$ cat src/rtl/m_div_sequencer_if.sv
`default_nettype none
// ============================================================================
// Module      : m_div_sequencer_if
// Description : Request/response bus between the execute stage (master) and
//               the divide sequencer (slave).
// Revision    : 1.0 - initial release
// ============================================================================
interface m_div_sequencer_if #(
  parameter int XLEN  = 32,
  parameter int TAG_W = 5
);
  logic             req_valid;
  logic             req_ready;
  logic [3:0]       req_op;
  logic [XLEN-1:0]  req_a;
  logic [XLEN-1:0]  req_b;
  logic [TAG_W-1:0] req_tag;
  logic             resp_valid;
  logic             resp_ready;
  logic [XLEN-1:0]  resp_data;
  logic [TAG_W-1:0] resp_tag;

  // Execute-stage side
  modport master (
    output req_valid, req_op, req_a, req_b, req_tag, resp_ready,
    input  req_ready, resp_valid, resp_data, resp_tag
  );

  // Sequencer side
  modport slave (
    input  req_valid, req_op, req_a, req_b, req_tag, resp_ready,
    output req_ready, resp_valid, resp_data, resp_tag
  );
endinterface
`default_nettype wire

$ cat src/rtl/m_div_sequencer.sv
`default_nettype none
// ============================================================================
// Module      : m_div_sequencer
// Description : Issue/sequencing controller for the iterative M-extension
//               divider. Resolves divide-by-zero, signed overflow and
//               non-divide opcodes locally, otherwise launches the unsigned
//               divider on operand magnitudes and sign-corrects the result.
//               Optional feature macro: M_DIV_FUSE_EN (reuse of the last
//               divider result for a request with identical operands).
// Revision    : 1.0 - initial release
// ============================================================================
module m_div_sequencer #(
  parameter int XLEN    = 32,
  parameter int TAG_W   = 5,
  parameter int TIMEOUT = 64
) (
  input  logic            clk,
  input  logic            rst_n,
  m_div_sequencer_if.slave bus,
  input  logic            flush,
  output logic            div_start,
  output logic [XLEN-1:0] div_a,
  output logic [XLEN-1:0] div_b,
  input  logic            div_done,
  input  logic [XLEN-1:0] div_q,
  input  logic [XLEN-1:0] div_r,
  output logic            m_busy,
  output logic            err_timeout
);

  localparam int              c_CNT_W    = $clog2(TIMEOUT + 1);
  localparam logic [c_CNT_W-1:0] c_CNT_LAST = c_CNT_W'(TIMEOUT - 1);
  localparam logic [XLEN-1:0] c_MIN      = {1'b1, {(XLEN-1){1'b0}}};
  localparam logic [XLEN-1:0] c_ONES     = {XLEN{1'b1}};

  typedef enum logic [2:0] {
    S_IDLE   = 3'd0,
    S_LAUNCH = 3'd1,
    S_WAIT   = 3'd2,
    S_FIXUP  = 3'd3,
    S_HOLD   = 3'd4,
    S_DRAIN  = 3'd5
  } state_t;

  state_t             r_state;
  logic               r_sa;
  logic               r_sb;
  logic               r_signed;
  logic               r_is_rem;
  logic [TAG_W-1:0]   r_tag;
  logic [XLEN-1:0]    r_q;
  logic [XLEN-1:0]    r_r;
  logic [c_CNT_W-1:0] r_cnt;

  logic               w_accept;
  logic               w_signed;
  logic               w_is_div;
  logic               w_is_rem;
  logic               w_b_zero;
  logic               w_ovf;
  logic               w_special;
  logic [XLEN-1:0]    w_special_res;
  logic [XLEN-1:0]    w_mag_a;
  logic [XLEN-1:0]    w_mag_b;
  logic [XLEN-1:0]    w_q_fix;
  logic [XLEN-1:0]    w_r_fix;
  logic [XLEN-1:0]    w_fix_res;
  logic               w_fuse_hit;
  logic [XLEN-1:0]    w_fuse_q;
  logic [XLEN-1:0]    w_fuse_r;

  // Handshake/stall status follows directly from the registered state
  assign bus.req_ready = (r_state == S_IDLE);
  assign m_busy        = (r_state != S_IDLE);
  assign w_accept      = (r_state == S_IDLE) && bus.req_valid && !flush;

  // Decode the incoming request and pre-compute corner-case results and magnitudes
  always_comb begin
    w_signed      = ~bus.req_op[0];
    w_is_div      = (bus.req_op[3:2] == 2'b10);
    w_is_rem      = bus.req_op[1];
    w_b_zero      = (bus.req_b == '0);
    w_ovf         = w_signed && (bus.req_a == c_MIN) && (bus.req_b == c_ONES);
    w_special     = !w_is_div || w_b_zero || w_ovf;
    w_special_res = '0;
    if (!w_is_div) begin
      w_special_res = '0;
    end else if (w_b_zero) begin
      w_special_res = w_is_rem ? bus.req_a : c_ONES;
    end else if (w_ovf) begin
      w_special_res = w_is_rem ? '0 : c_MIN;
    end
    w_mag_a = (w_signed && bus.req_a[XLEN-1]) ? ('0 - bus.req_a) : bus.req_a;
    w_mag_b = (w_signed && bus.req_b[XLEN-1]) ? ('0 - bus.req_b) : bus.req_b;
  end

  // Sign fix-up: quotient sign is sa^sb, remainder follows the dividend
  always_comb begin
    w_q_fix   = (r_signed && (r_sa ^ r_sb)) ? ('0 - r_q) : r_q;
    w_r_fix   = (r_signed && r_sa) ? ('0 - r_r) : r_r;
    w_fix_res = r_is_rem ? w_r_fix : w_q_fix;
  end

`ifdef M_DIV_FUSE_EN
  logic            r_fz_valid;
  logic            r_fz_signed;
  logic [XLEN-1:0] r_fz_a;
  logic [XLEN-1:0] r_fz_b;
  logic [XLEN-1:0] r_fz_q;
  logic [XLEN-1:0] r_fz_r;
  logic [XLEN-1:0] r_pend_a;
  logic [XLEN-1:0] r_pend_b;

  assign w_fuse_hit = r_fz_valid && (r_fz_signed == w_signed) &&
                      (r_fz_a == bus.req_a) && (r_fz_b == bus.req_b);
  assign w_fuse_q   = r_fz_q;
  assign w_fuse_r   = r_fz_r;

  // Remember the raw operands of the launched request and the divider's answer for reuse
  always_ff @(posedge clk or negedge rst_n) begin
    if (!rst_n) begin
      r_fz_valid  <= 1'b0;
      r_fz_signed <= 1'b0;
      r_fz_a      <= '0;
      r_fz_b      <= '0;
      r_fz_q      <= '0;
      r_fz_r      <= '0;
      r_pend_a    <= '0;
      r_pend_b    <= '0;
    end else begin
      if (w_accept) begin
        r_pend_a <= bus.req_a;
        r_pend_b <= bus.req_b;
      end
      if (flush) begin
        r_fz_valid <= 1'b0;
      end else if ((r_state == S_WAIT) && div_done) begin
        r_fz_valid  <= 1'b1;
        r_fz_signed <= r_signed;
        r_fz_a      <= r_pend_a;
        r_fz_b      <= r_pend_b;
        r_fz_q      <= div_q;
        r_fz_r      <= div_r;
      end
    end
  end
`else
  assign w_fuse_hit = 1'b0;
  assign w_fuse_q   = '0;
  assign w_fuse_r   = '0;
`endif

  // Main sequencer: state, divider launch, watchdog and registered response
  always_ff @(posedge clk or negedge rst_n) begin
    if (!rst_n) begin
      r_state        <= S_IDLE;
      r_sa           <= 1'b0;
      r_sb           <= 1'b0;
      r_signed       <= 1'b0;
      r_is_rem       <= 1'b0;
      r_tag          <= '0;
      r_q            <= '0;
      r_r            <= '0;
      r_cnt          <= '0;
      div_start      <= 1'b0;
      div_a          <= '0;
      div_b          <= '0;
      bus.resp_valid <= 1'b0;
      bus.resp_data  <= '0;
      bus.resp_tag   <= '0;
      err_timeout    <= 1'b0;
    end else begin
      div_start <= 1'b0;
      case (r_state)
        S_IDLE: begin
          if (w_accept) begin
            r_sa     <= bus.req_a[XLEN-1];
            r_sb     <= bus.req_b[XLEN-1];
            r_signed <= w_signed;
            r_is_rem <= w_is_rem;
            r_tag    <= bus.req_tag;
            if (w_special) begin
              bus.resp_data  <= w_special_res;
              bus.resp_tag   <= bus.req_tag;
              bus.resp_valid <= 1'b1;
              r_state        <= S_HOLD;
            end else if (w_fuse_hit) begin
              r_q     <= w_fuse_q;
              r_r     <= w_fuse_r;
              r_state <= S_FIXUP;
            end else begin
              div_a     <= w_mag_a;
              div_b     <= w_mag_b;
              div_start <= 1'b1;
              r_state   <= S_LAUNCH;
            end
          end
        end
        S_LAUNCH: begin
          // The divider has already seen the start pulse, so a flush must still drain it
          r_cnt   <= '0;
          r_state <= flush ? S_DRAIN : S_WAIT;
        end
        S_WAIT: begin
          if (div_done) begin
            r_q     <= div_q;
            r_r     <= div_r;
            r_state <= flush ? S_IDLE : S_FIXUP;
          end else if (flush) begin
            r_cnt   <= r_cnt + 1'b1;
            r_state <= S_DRAIN;
          end else if (r_cnt >= c_CNT_LAST) begin
            err_timeout    <= 1'b1;
            bus.resp_data  <= '0;
            bus.resp_tag   <= r_tag;
            bus.resp_valid <= 1'b1;
            r_state        <= S_HOLD;
          end else begin
            r_cnt <= r_cnt + 1'b1;
          end
        end
        S_FIXUP: begin
          if (flush) begin
            r_state <= S_IDLE;
          end else begin
            bus.resp_data  <= w_fix_res;
            bus.resp_tag   <= r_tag;
            bus.resp_valid <= 1'b1;
            r_state        <= S_HOLD;
          end
        end
        S_HOLD: begin
          // Flush wins over resp_ready; both simply retire the held result
          if (flush || bus.resp_ready) begin
            bus.resp_valid <= 1'b0;
            r_state        <= S_IDLE;
          end
        end
        S_DRAIN: begin
          if (div_done) begin
            r_state <= S_IDLE;
          end else if (r_cnt >= c_CNT_LAST) begin
            err_timeout <= 1'b1;
            r_state     <= S_IDLE;
          end else begin
            r_cnt <= r_cnt + 1'b1;
          end
        end
        default: begin
          bus.resp_valid <= 1'b0;
          r_state        <= S_IDLE;
        end
      endcase
    end
  end

endmodule
`default_nettype wire

$ cat src/flat_wrapper.sv
// flat-port wrapper written by rule: the top's interface ports become plain ports
module m_div_sequencer_flat 
#(
  parameter int XLEN    = 32,
  parameter int TAG_W   = 5,
  parameter int TIMEOUT = 64
)
  (clk, rst_n, flush, div_start, div_a, div_b, div_done, div_q, div_r, m_busy, err_timeout, bus_req_valid, bus_req_op, bus_req_a, bus_req_b, bus_req_tag, bus_resp_ready, bus_req_ready, bus_resp_valid, bus_resp_data, bus_resp_tag);
  m_div_sequencer_if #(.XLEN(XLEN), .TAG_W(TAG_W)) bus_i ();
  input  logic clk;
  input  logic rst_n;
  input  logic flush;
  output logic div_start;
  output logic [XLEN-1:0] div_a;
  output logic [XLEN-1:0] div_b;
  input  logic div_done;
  input  logic [XLEN-1:0] div_q;
  input  logic [XLEN-1:0] div_r;
  output logic m_busy;
  output logic err_timeout;
  input wire logic [$bits(bus_i.req_valid)-1:0] bus_req_valid;
  input wire logic [$bits(bus_i.req_op)-1:0] bus_req_op;
  input wire logic [$bits(bus_i.req_a)-1:0] bus_req_a;
  input wire logic [$bits(bus_i.req_b)-1:0] bus_req_b;
  input wire logic [$bits(bus_i.req_tag)-1:0] bus_req_tag;
  input wire logic [$bits(bus_i.resp_ready)-1:0] bus_resp_ready;
  output wire logic [$bits(bus_i.req_ready)-1:0] bus_req_ready;
  output wire logic [$bits(bus_i.resp_valid)-1:0] bus_resp_valid;
  output wire logic [$bits(bus_i.resp_data)-1:0] bus_resp_data;
  output wire logic [$bits(bus_i.resp_tag)-1:0] bus_resp_tag;
  assign bus_i.req_valid = bus_req_valid;
  assign bus_i.req_op = bus_req_op;
  assign bus_i.req_a = bus_req_a;
  assign bus_i.req_b = bus_req_b;
  assign bus_i.req_tag = bus_req_tag;
  assign bus_i.resp_ready = bus_resp_ready;
  assign bus_req_ready = bus_i.req_ready;
  assign bus_resp_valid = bus_i.resp_valid;
  assign bus_resp_data = bus_i.resp_data;
  assign bus_resp_tag = bus_i.resp_tag;
  m_div_sequencer #(.XLEN(XLEN), .TAG_W(TAG_W), .TIMEOUT(TIMEOUT)) u_core (.clk(clk), .rst_n(rst_n), .bus(bus_i), .flush(flush), .div_start(div_start), .div_a(div_a), .div_b(div_b), .div_done(div_done), .div_q(div_q), .div_r(div_r), .m_busy(m_busy), .err_timeout(err_timeout));
endmodule
$ cat config.mk
export PLATFORM = sky130hd
export DESIGN_NAME = m_div_sequencer_flat
export DESIGN_NICKNAME = d
export VERILOG_FILES = /design/src/rtl/m_div_sequencer_if.sv /design/src/rtl/m_div_sequencer.sv /design/src/flat_wrapper.sv
export SDC_FILE = /design/constraint.sdc
export NUM_CORES = 1
export LEC_CHECK = 0
export BUFFER_PORTS_ARGS = -buffer_cell sky130_fd_sc_hd__clkbuf_2
export CORE_MARGIN = 8
export CORE_UTILIZATION = 39
export DETAILED_ROUTE_END_ITERATION = 8
export PLACE_DENSITY_LB_ADDON = 0.25
export SYNTH_ARGS = -nofsm -noshare
export SYNTH_HDL_FRONTEND = slang
export SYNTH_SLANG_ARGS = --single-unit
export TNS_END_PERCENT = 100
$ cat constraint.sdc
create_clock -name clk -period 3.72 [get_ports clk]
set_input_delay 0.372 -clock clk [delete_from_list [all_inputs] [get_ports clk]]
set_output_delay 0.372 -clock clk [all_outputs]
set_load 0.03 [all_outputs]
After elaboration in Yosys (flattened, before gate mapping)
Index checks and enable logic that the tools add are counted.
{ "word_totals": {"regBits": 187, "input_bits": 143, "output_inout_bits": 106, "word_cells": 129} }
{ "op_classes": {"addsub": 5, "magnitude_cmp": 1, "n_eq_ne": 18, "n_mux": 57, "bitwise_logic": 4, "reduce_logical": 28} }
{ "ops": {"columns": ["operator", "n"], "rows": [
  ["32-bit two-way mux", 16],
  ["1-bit by 32-bit subtractor with 32-bit output, first input constant", 4],
  ["32-bit case mux with 3 select lines", 1],
  ["32-bit equality test, second input constant", 2],
  ["32-bit zero test", 1],
  ["3-bit two-way mux", 10],
  ["5-bit two-way mux", 6],
  ["7-bit two-way mux", 4],
  ["7-bit case mux with 3 select lines", 1],
  ["3-bit case mux with 6 select lines", 1],
  ["5-bit case mux with 3 select lines", 1],
  ["1-bit two-way mux", 14],
  ["3-bit nonzero test", 3],
  ["1-bit logical AND", 8],
  ["2-bit by 1-bit != test with 1-bit output, second input constant", 4],
  ["2-bit != test, second input constant", 4],
  ["4-bit AND reduction", 2],
  ["8-bit AND reduction", 1],
  ["7-bit by 1-bit adder with 7-bit output, second input constant", 1],
  ["7-bit by 6-bit >= comparator with 1-bit output, second input constant", 1],
  ["7-bit AND reduction", 1],
  ["3-bit by 2-bit equality test with 1-bit output, second input constant", 2],
  ["3-bit equality test, second input constant", 2],
  ["3-bit AND reduction", 2],
  ["other kinds (15)", 21]
]} }

Logic depth before layout (Yosys ltp)
Gate-level depths: netlist of the first run.
{ "logic_depth": {"ltp_word": 9, "mapped_depth": 12, "mapped_depth_nobuf": 9} }

Least setup slack after synthesis of the first run
OpenSTA, ideal clock, no wires.
{ "synth_path": {"path_kind": "input port to flip-flop", "from": "input port bus_req_b[6]", "to": "register u_core.bus.resp_data[10]", "setup_time_ns": 0.125, "t_arrival_ns": 2.349, "required_time_ns": 3.595, "path_slack_ns": 1.246, "path_stages": 7, "path_buffers": 2, "path_cell_list": "buf_2 -> or4_1 -> nor4_4 -> nand4_1 -> a41o_1 -> buf_6 -> mux2_4"} }
{ "synth_between": {"elab_chain_len": 8, "elab_cells_between_ends": 13, "cone_classes": "eq/ne: 2; mux: 6; reduce/logical: 5"} }
{ "synth_rtl": {"columns": ["item", "line_no", "rtl"], "rows": [
  ["start: declaration", "flat_wrapper.sv:24", "input wire logic [$bits(bus_i.req_b)-1:0] bus_req_b;"],
  ["32-bit equality test", "m_div_sequencer.sv:83", "w_ovf = w_signed && (bus.req_a == c_MIN) && (bus.req_b == c_ONES);"],
  ["1-bit logical AND", "m_div_sequencer.sv:83", null],
  ["32-bit two-way mux", "m_div_sequencer.sv:90", "end else if (w_ovf) begin"],
  ["32-bit two-way mux", "m_div_sequencer.sv:88", "end else if (w_b_zero) begin"],
  ["32-bit two-way mux", "m_div_sequencer.sv:86", "if (!w_is_div) begin"],
  ["32-bit two-way mux", "m_div_sequencer.sv:182", "if (w_special) begin"],
  ["32-bit two-way mux", "m_div_sequencer.sv:176", "if (w_accept) begin"],
  ["32-bit case mux with 3 select lines", "m_div_sequencer.sv:174", "case (r_state)"],
  ["end signal: assignment", "m_div_sequencer.sv:183", "bus.resp_data <= w_special_res;"],
  ["end signal: assignment", "m_div_sequencer.sv:226", "bus.resp_data <= w_fix_res;"],
  ["end: declaration", "m_div_sequencer_if.sv:32", "output req_ready, resp_valid, resp_data, resp_tag"]
]} }
Parallel ways exist; a longest one is shown, timed or not. The select of a mux whose other input is x is not followed.
A chain may end at the register's enable or synchronous reset.

Worst setup path in the final report of the first run
{ "layout_path": {"from": "register u_core.r_r[1]", "to": "register u_core.bus.resp_data[24]"} }
{ "layout_between": {"elab_chain_len": 5} }
{ "layout_rtl": {"columns": ["item", "line_no", "rtl"], "rows": [
  ["start: declaration", "m_div_sequencer.sv:52", "logic [XLEN-1:0] r_r;"],
  ["start signal: assignment", "m_div_sequencer.sv:189", "r_r <= w_fuse_r;"],
  ["start signal: assignment", "m_div_sequencer.sv:207", "r_r <= div_r;"],
  ["1-bit by 32-bit subtractor with 32-bit output", "m_div_sequencer.sv:100", "w_r_fix = (r_signed && r_sa) ? ('0 - r_r) : r_r;"],
  ["32-bit two-way mux", "m_div_sequencer.sv:100", null],
  ["32-bit two-way mux", "m_div_sequencer.sv:101", "w_fix_res = r_is_rem ? w_r_fix : w_q_fix;"],
  ["32-bit two-way mux", "m_div_sequencer.sv:223", "if (flush) begin"],
  ["32-bit case mux with 3 select lines", "m_div_sequencer.sv:174", null]
]} }
No other way between the ends. The select of a mux whose other input is x is not followed.

==> results.toml, run 1 <==
[finish]
final_nets = 1552
final_layout_size_suffix_gt1_frac = 0.2885
nFillCells = 2795
area_delta_synth_final_pct = 19.87
design_area_mm2 = 0.01318

[routing]
vias = 9790
viasPerCell = 5.457
drcViolationCount = 0
wl_per_cell_um = 19.98
first_iter_violations = 852
ant_nets = 0
dr.pass1.iters = 5
drt_wl_total_um = 35850

[floorplan]
die_area_mm2 = 0.03381
initial_core_util = 0.3956
rows = 61
die_w_um = 183.9
die_y_um = 183.9
io-pin-count = 249
design.core.area_mm2 = 0.02778

[pwr]
power.internal_mw = 4.454
worst_ir_drop_vdd_mv = 0.3222
p_sw_mw = 3.144
pwr-share-seq = 0.398
pwr-share-clk = 0.250
power_density_mw_per_mm2 = 576.7
power_frac_comb = 0.353
power_leakage_nw = 5.934
netSwitchingFraction = 0.4138
totalPowerFinal_mw = 7.599

[worst_setup_path]
critPathCaptureType = "flop"
worstPathRequired_ps = 4040
crit_path_max_fanout = 6
cp_cell_sequence = "inv_1 -> ha_1 -> or4b_1 -> nor2_1 -> nand3_1 -> o21ai_0 -> xor2_1 -> o221ai_1 -> mux2_4"
crit_type = "flop to flop"
cp-start-kind = "flop"
rrSetupSlack_ps = 790
slowest_stage = "or4b_1"
critPathArrivalTime_ps = 3250
slowest_delay_ps = 550

[logic_synthesis]
async_reset_ff_frac = 1.000
synth.most_common_cell = "dfrtp_1"
synth-main-ff-cell = "dfrtp_1"
synthDistinctLibCells = 66
netlist_top_cells_count = "dfrtp_1, nand2_1, o21ai_0"
synth_fp_nets = 1332
syn_area_mm2 = 0.01099
ys_seq_elements = 187
syn_inst = 1181
ys_warn_count = 0
yosysTopAreaCellShare = 0.4257
synth_edf_count = 0
synthTopCellsByArea = "dfrtp_1, mux2_2, o21ai_0"
synth_top_area_cell = "dfrtp_1"
yosysSeqAreaShare = 0.4257
syn_area_per_cell_um2 = 9.307

[grt]
grt_max_degree = 100
grtUsageTotal = 0.2095
grt_pass1_vias = 9882
antenna_found_initial = 2
grt_pass1_wl_um = 56100
globalRoute.totalOverflow = 0

[timing]
skew_ps = 13.77
finalSetupTns_ps = 0
post-route-period-util = 0.7881
period_needed_ps = 2932
grt_setup_unrepaired = "no"
final-setup-viol-count = 0
clock.fmax_mhz = 341.1
worst-slew-pin-transition_ps = 864.7
worst_slack_ps = 788.4
relSlewSlack = 0.4229
hold_violations = 0
whs_ps = 30.64
report.final.slew_viol_count = 0

[placement]
placed_area_mm2 = 0.01258
port_buffers = 248
dp.final_hpwl_um = 27960
place_ws_ps = 599.4
gp_congestion = 0.8893

[clocking]
cts_root_buffer = "clkbuf_16"
clk_latency_ps = 440
hold_buffers = 0
clock_sinks = 187
post_cts_resize_count = 0
cts_max_level = 4
clkTransAtPathRegs_ps = 80
postCtsSetupRepairBufs = 0
cts_tree = "done"
cts_buffer_depth = 2
numCtsBuffers = 17

[flow_run]
maxCapViolCount = 0

[hold_path]
worstHoldPathType = "input pin to async pin"

[status]
status = "finished, final reports clean"
[area by class of cell]
cell class                 instances  area, µm²  share of cell area
multi-input combinational        902       5884              0.4466
timing repair buffer             267       1443              0.1095
clock buffer                      17      425.4             0.03229
antenna                            2      5.005           0.0003798
tap                              378      473.0             0.03589
clock inverter                    15      168.9             0.01282
sequential                       187       4679              0.3551
inverter                          26      97.59            0.007407
[cell families (layout without fill, tap and decap cells)]
| family | after synthesis | count (layout) | synth area share |
|---|---|---|---|
| fa+ha+maj | 8 | 8 | 0.009107 |
| other cells | 0 | 2 | 0 |
| xor+xnor | 114 | 114 | 0.09084 |
| buf+inv | 92 | 325 | 0.03973 |
| flops | 187 | 187 | 0.4257 |
| simple gates | 382 | 382 | 0.1698 |
| mux | 90 | 90 | 0.09687 |
| compound gates | 308 | 308 | 0.1679 |
[metal layers]
layer  global-route usage  vias up  part of all wire
met5                    0        -                 0
met4              0.06970        0             0.020
met3              0.04486       45             0.074
met2               0.3374      385              0.46
met1               0.2761     4680              0.44
li1                     -     4680                 -
[power by group through the flow]
| stage | logic, mW | clock network, mW | registers (mW) |
|---|---|---|---|
| floorplan | 1.33 | 0 | 3.46 |
| global placement | 2.66 | 0 | 3.03 |
| detailed placement | 2.68 | 0 | 3.06 |
| CTS | 2.69 | 1.94 | 3.02 |
| global route | 2.94 | 2.01 | 3.10 |
| finish | 2.68 | 1.90 | 3.02 |
[worst paths after layout]
check,startpoint,endpoint,cells after the start
setup / recovery,u_core.r_r[1],u_core.bus.resp_data[24],9
hold / removal,rst_n,u_core.div_b[16],1
setup reg to reg,u_core.r_r[1],u_core.bus.resp_data[24],9
hold reg to reg,u_core.div_b[3],u_core.div_b[3],2
max in group asynchronous,rst_n,u_core.r_r[3],2
min in group clk,div_q[0],u_core.r_q[0],3
[worst max-delay path, delay by kind of cell, from the launching register on]
kind	cells	cell delay [ps]
and+or+nand+nor	3	1260
DFF	1	400
AOI/OAI and AO/OA	2	400
muxes	1	290
adders and majority gates	1	200
xor gates and xnor gates	1	170
buffers and inverters	1	100
[through the flow]
stage,util,std cells
2_1_floorplan,-,1181
3_3_place_gp,0.4527,1760
3_5_place_dp,0.4527,1760
4_1_cts,0.4741,1792
5_1_grt,0.4743,1794
6_report,0.4743,1794
[cells in the final DEF, fill, tap and decap left out, types with 18 or more instances in the layout]
master | synthesis | layout
a21oi_1 | 53 | 53
clkbuf_2 | 4 | 247
dfrtp_1 | 187 | 187
inv_1 | 25 | 25
mux2_2 | 67 | 67
nand2_1 | 147 | 147
nand3_1 | 18 | 18
nand4_1 | 23 | 23
nor2_1 | 84 | 84
nor3_1 | 25 | 24
o21ai_0 | 134 | 134
o31ai_1 | 24 | 24
xnor2_1 | 67 | 67
xor2_1 | 47 | 47
[sequential cells by signal (all words and copies together), names as in the netlist]
signal                 count
u_core.bus.resp_data      32
u_core.bus.resp_tag        5
u_core.bus.resp_valid      1
u_core.div_a              32
u_core.div_b              32
u_core.div_start           1
u_core.err_timeout         1
u_core.r_cnt               7
u_core.r_is_rem            1
u_core.r_q                32
u_core.r_r                32
u_core.r_sa                1
u_core.r_sb                1
u_core.r_signed            1
u_core.r_state             3
u_core.r_tag               5
Power figures use the tool's default switching activity.
==> inputs of run 2 (changes only) <==
==> constraint.sdc (replaced) <==
create_clock -name clk -period 2.8 [get_ports clk]
set_input_delay 0.28 -clock clk [delete_from_list [all_inputs] [get_ports clk]]
set_output_delay 0.28 -clock clk [all_outputs]
set_load 0.03 [all_outputs]
==> results.toml, run 2 (synthesized netlist as in run 1, its figures left out) <==
[status]
status = "finished, final reports clean"

[worst_setup_path]
critPathArrivalTime_ps = 2930
crit_buf_inv = 0
crit_type = "flop to flop"
slowest_stage = "or4_1"
worstPathRequired_ps = 3120
critPathCaptureType = "flop"
slowest_delay_ps = 650
cp_cell_sequence = "or4_1 -> nor4b_2 -> nand3_1 -> o21ai_0 -> xor2_1 -> o221ai_1 -> mux2_4"
cpLargestDelayFamily = "simple AND/OR/NAND/NOR gates"
crit_path_max_fanout = 4
cp-start-kind = "flop"

[routing]
drt_wl_total_um = 36320
vias = 9904
viasPerCell = 5.403
wl_per_cell_um = 19.82
ant_nets = 0
dr.pass1.iters = 5
drcViolationCount = 0
first_iter_violations = 636

[clocking]
cts_root_buffer = "clkbuf_16"
cts_buffer_depth = 2
clock_sinks = 187
cts_tree = "done"
numCtsBuffers = 17
cts_max_level = 4
clkTransAtPathRegs_ps = 80
clk_latency_ps = 430
postCtsSetupRepairBufs = 0

[grt]
antenna_found_initial = 1
grt_max_degree = 73
globalRoute.totalOverflow = 0
grtUsageTotal = 0.2138
grt_pass1_vias = 9872
grt_pass1_wl_um = 56730

[timing]
worst_slack_ps = 189.9
grt_setup_unrepaired = "no"
post-route-period-util = 0.9322
period_needed_ps = 2610
whs_ps = 58.63
relSlewSlack = 0.4617
final-setup-viol-count = 0
clock.fmax_mhz = 383.1
hold_violations = 0
finalSetupTns_ps = 0
report.final.slew_viol_count = 0
skew_ps = 13.36
worst-slew-pin-transition_ps = 806.6

[pwr]
power_leakage_nw = 6.117
worst_ir_drop_vdd_mv = 0.3312
power_density_mw_per_mm2 = 746.0

[flow_run]
maxCapViolCount = 0

[hold_path]
worstHoldPathType = "input pin to flop"

[floorplan]
io-pin-count = 249
die_area_mm2 = 0.03381
rows = 61
initial_core_util = 0.3956
design.core.area_mm2 = 0.02778
die_w_um = 183.9
die_y_um = 183.9

[finish]
final_nets = 1592
layout_common_cells = "clkbuf_2, dfrtp_1, nand2_1"
layout.cells.non_filler = 1833
final_layout_size_suffix_gt1_frac = 0.3081
final_common_cell = "clkbuf_2"
area_delta_synth_final_pct = 22.60

[placement]
port_buffers = 248
dp.final_hpwl_um = 28950
gp_congestion = 0.8882
place_ws_ps = 118.4
dp_cells = 1799
==> run 2: changes by cell type in the layout (fill, tap and decap cells not counted), moves of 2 or more <==
cell / previous run / this run
clkinv_4: 1 / 6
buf_12: 4 / 6
buf_4: 15 / 52
inv_6: 7 / 2
==> run 2: layout make-up <==
type	count	area, µm²
fill	2746	14310
multi-input combinational	902	5893
sequential	187	4679
timing repair buffer	307	1770
tap	378	473.0
clock buffer	18	429.2
clock inverter	14	130.1
inverter	26	97.59
antenna	1	2.502
==> run 2: timing repair <==
action                                  4_1_cts  5_1_grt
gates resized for setup                       0        2
endpoints found under the setup margin        0        1
hold buffers                                  1        0
endpoints found under the hold margin        67        0
==> run 2: metrics by stage <==
step / utilization / instance area (µm²) / power [mW]
after floorplan: - / 10990 / 6.363
after global placement: 0.4642 / 12890 / 7.668
after detailed placement: 0.4642 / 12890 / 7.734
after CTS: 0.4846 / 13460 / 10.11
after global routing: 0.4850 / 13480 / 10.66
final: 0.4850 / 13480 / 10.05
==> run 2: power by group <==
group / internal [mW] / switching, mW / leakage, nW
logic: 1.35 / 2.35 / 3.44
registers: 3.36 / 0.638 / 2.41
clock network: 1.18 / 1.18 / 0.269
==> run 2: worst register-to-register path: cells and delay by family, from the launching register on <==
family | cells | cell delay [ps]
and+or+nand+nor | 3 | 1300
DFF | 1 | 370
AOI/OAI and AO/OA | 2 | 390
muxes | 1 | 290
xor gates and xnor gates | 1 | 170
==> run 2: layer usage <==
metal	global-route usage	vias up	share of wire
li1	-	4752	-
met1	0.2789	4725	0.44
met2	0.3479	391	0.47
met3	0.05771	36	0.079
met4	0.05131	0	0.017
met5	0	-	0
==> run 2: path summary, 6_finish.rpt <==
check	depth (start not counted)	to	start	slack [ps]
max	7	u_core.bus.resp_data[30]	u_core.r_r[14]	190
min	3	u_core.r_q[0]	div_q[0]	60
max reg2reg	7	u_core.bus.resp_data[30]	u_core.r_r[14]	190
min reg2reg	2	u_core.div_a[8]	u_core.div_a[8]	480
max in group asynchronous	3	u_core.r_r[9]	rst_n	1590
min in group asynchronous	2	u_core.div_b[16]	rst_n	420
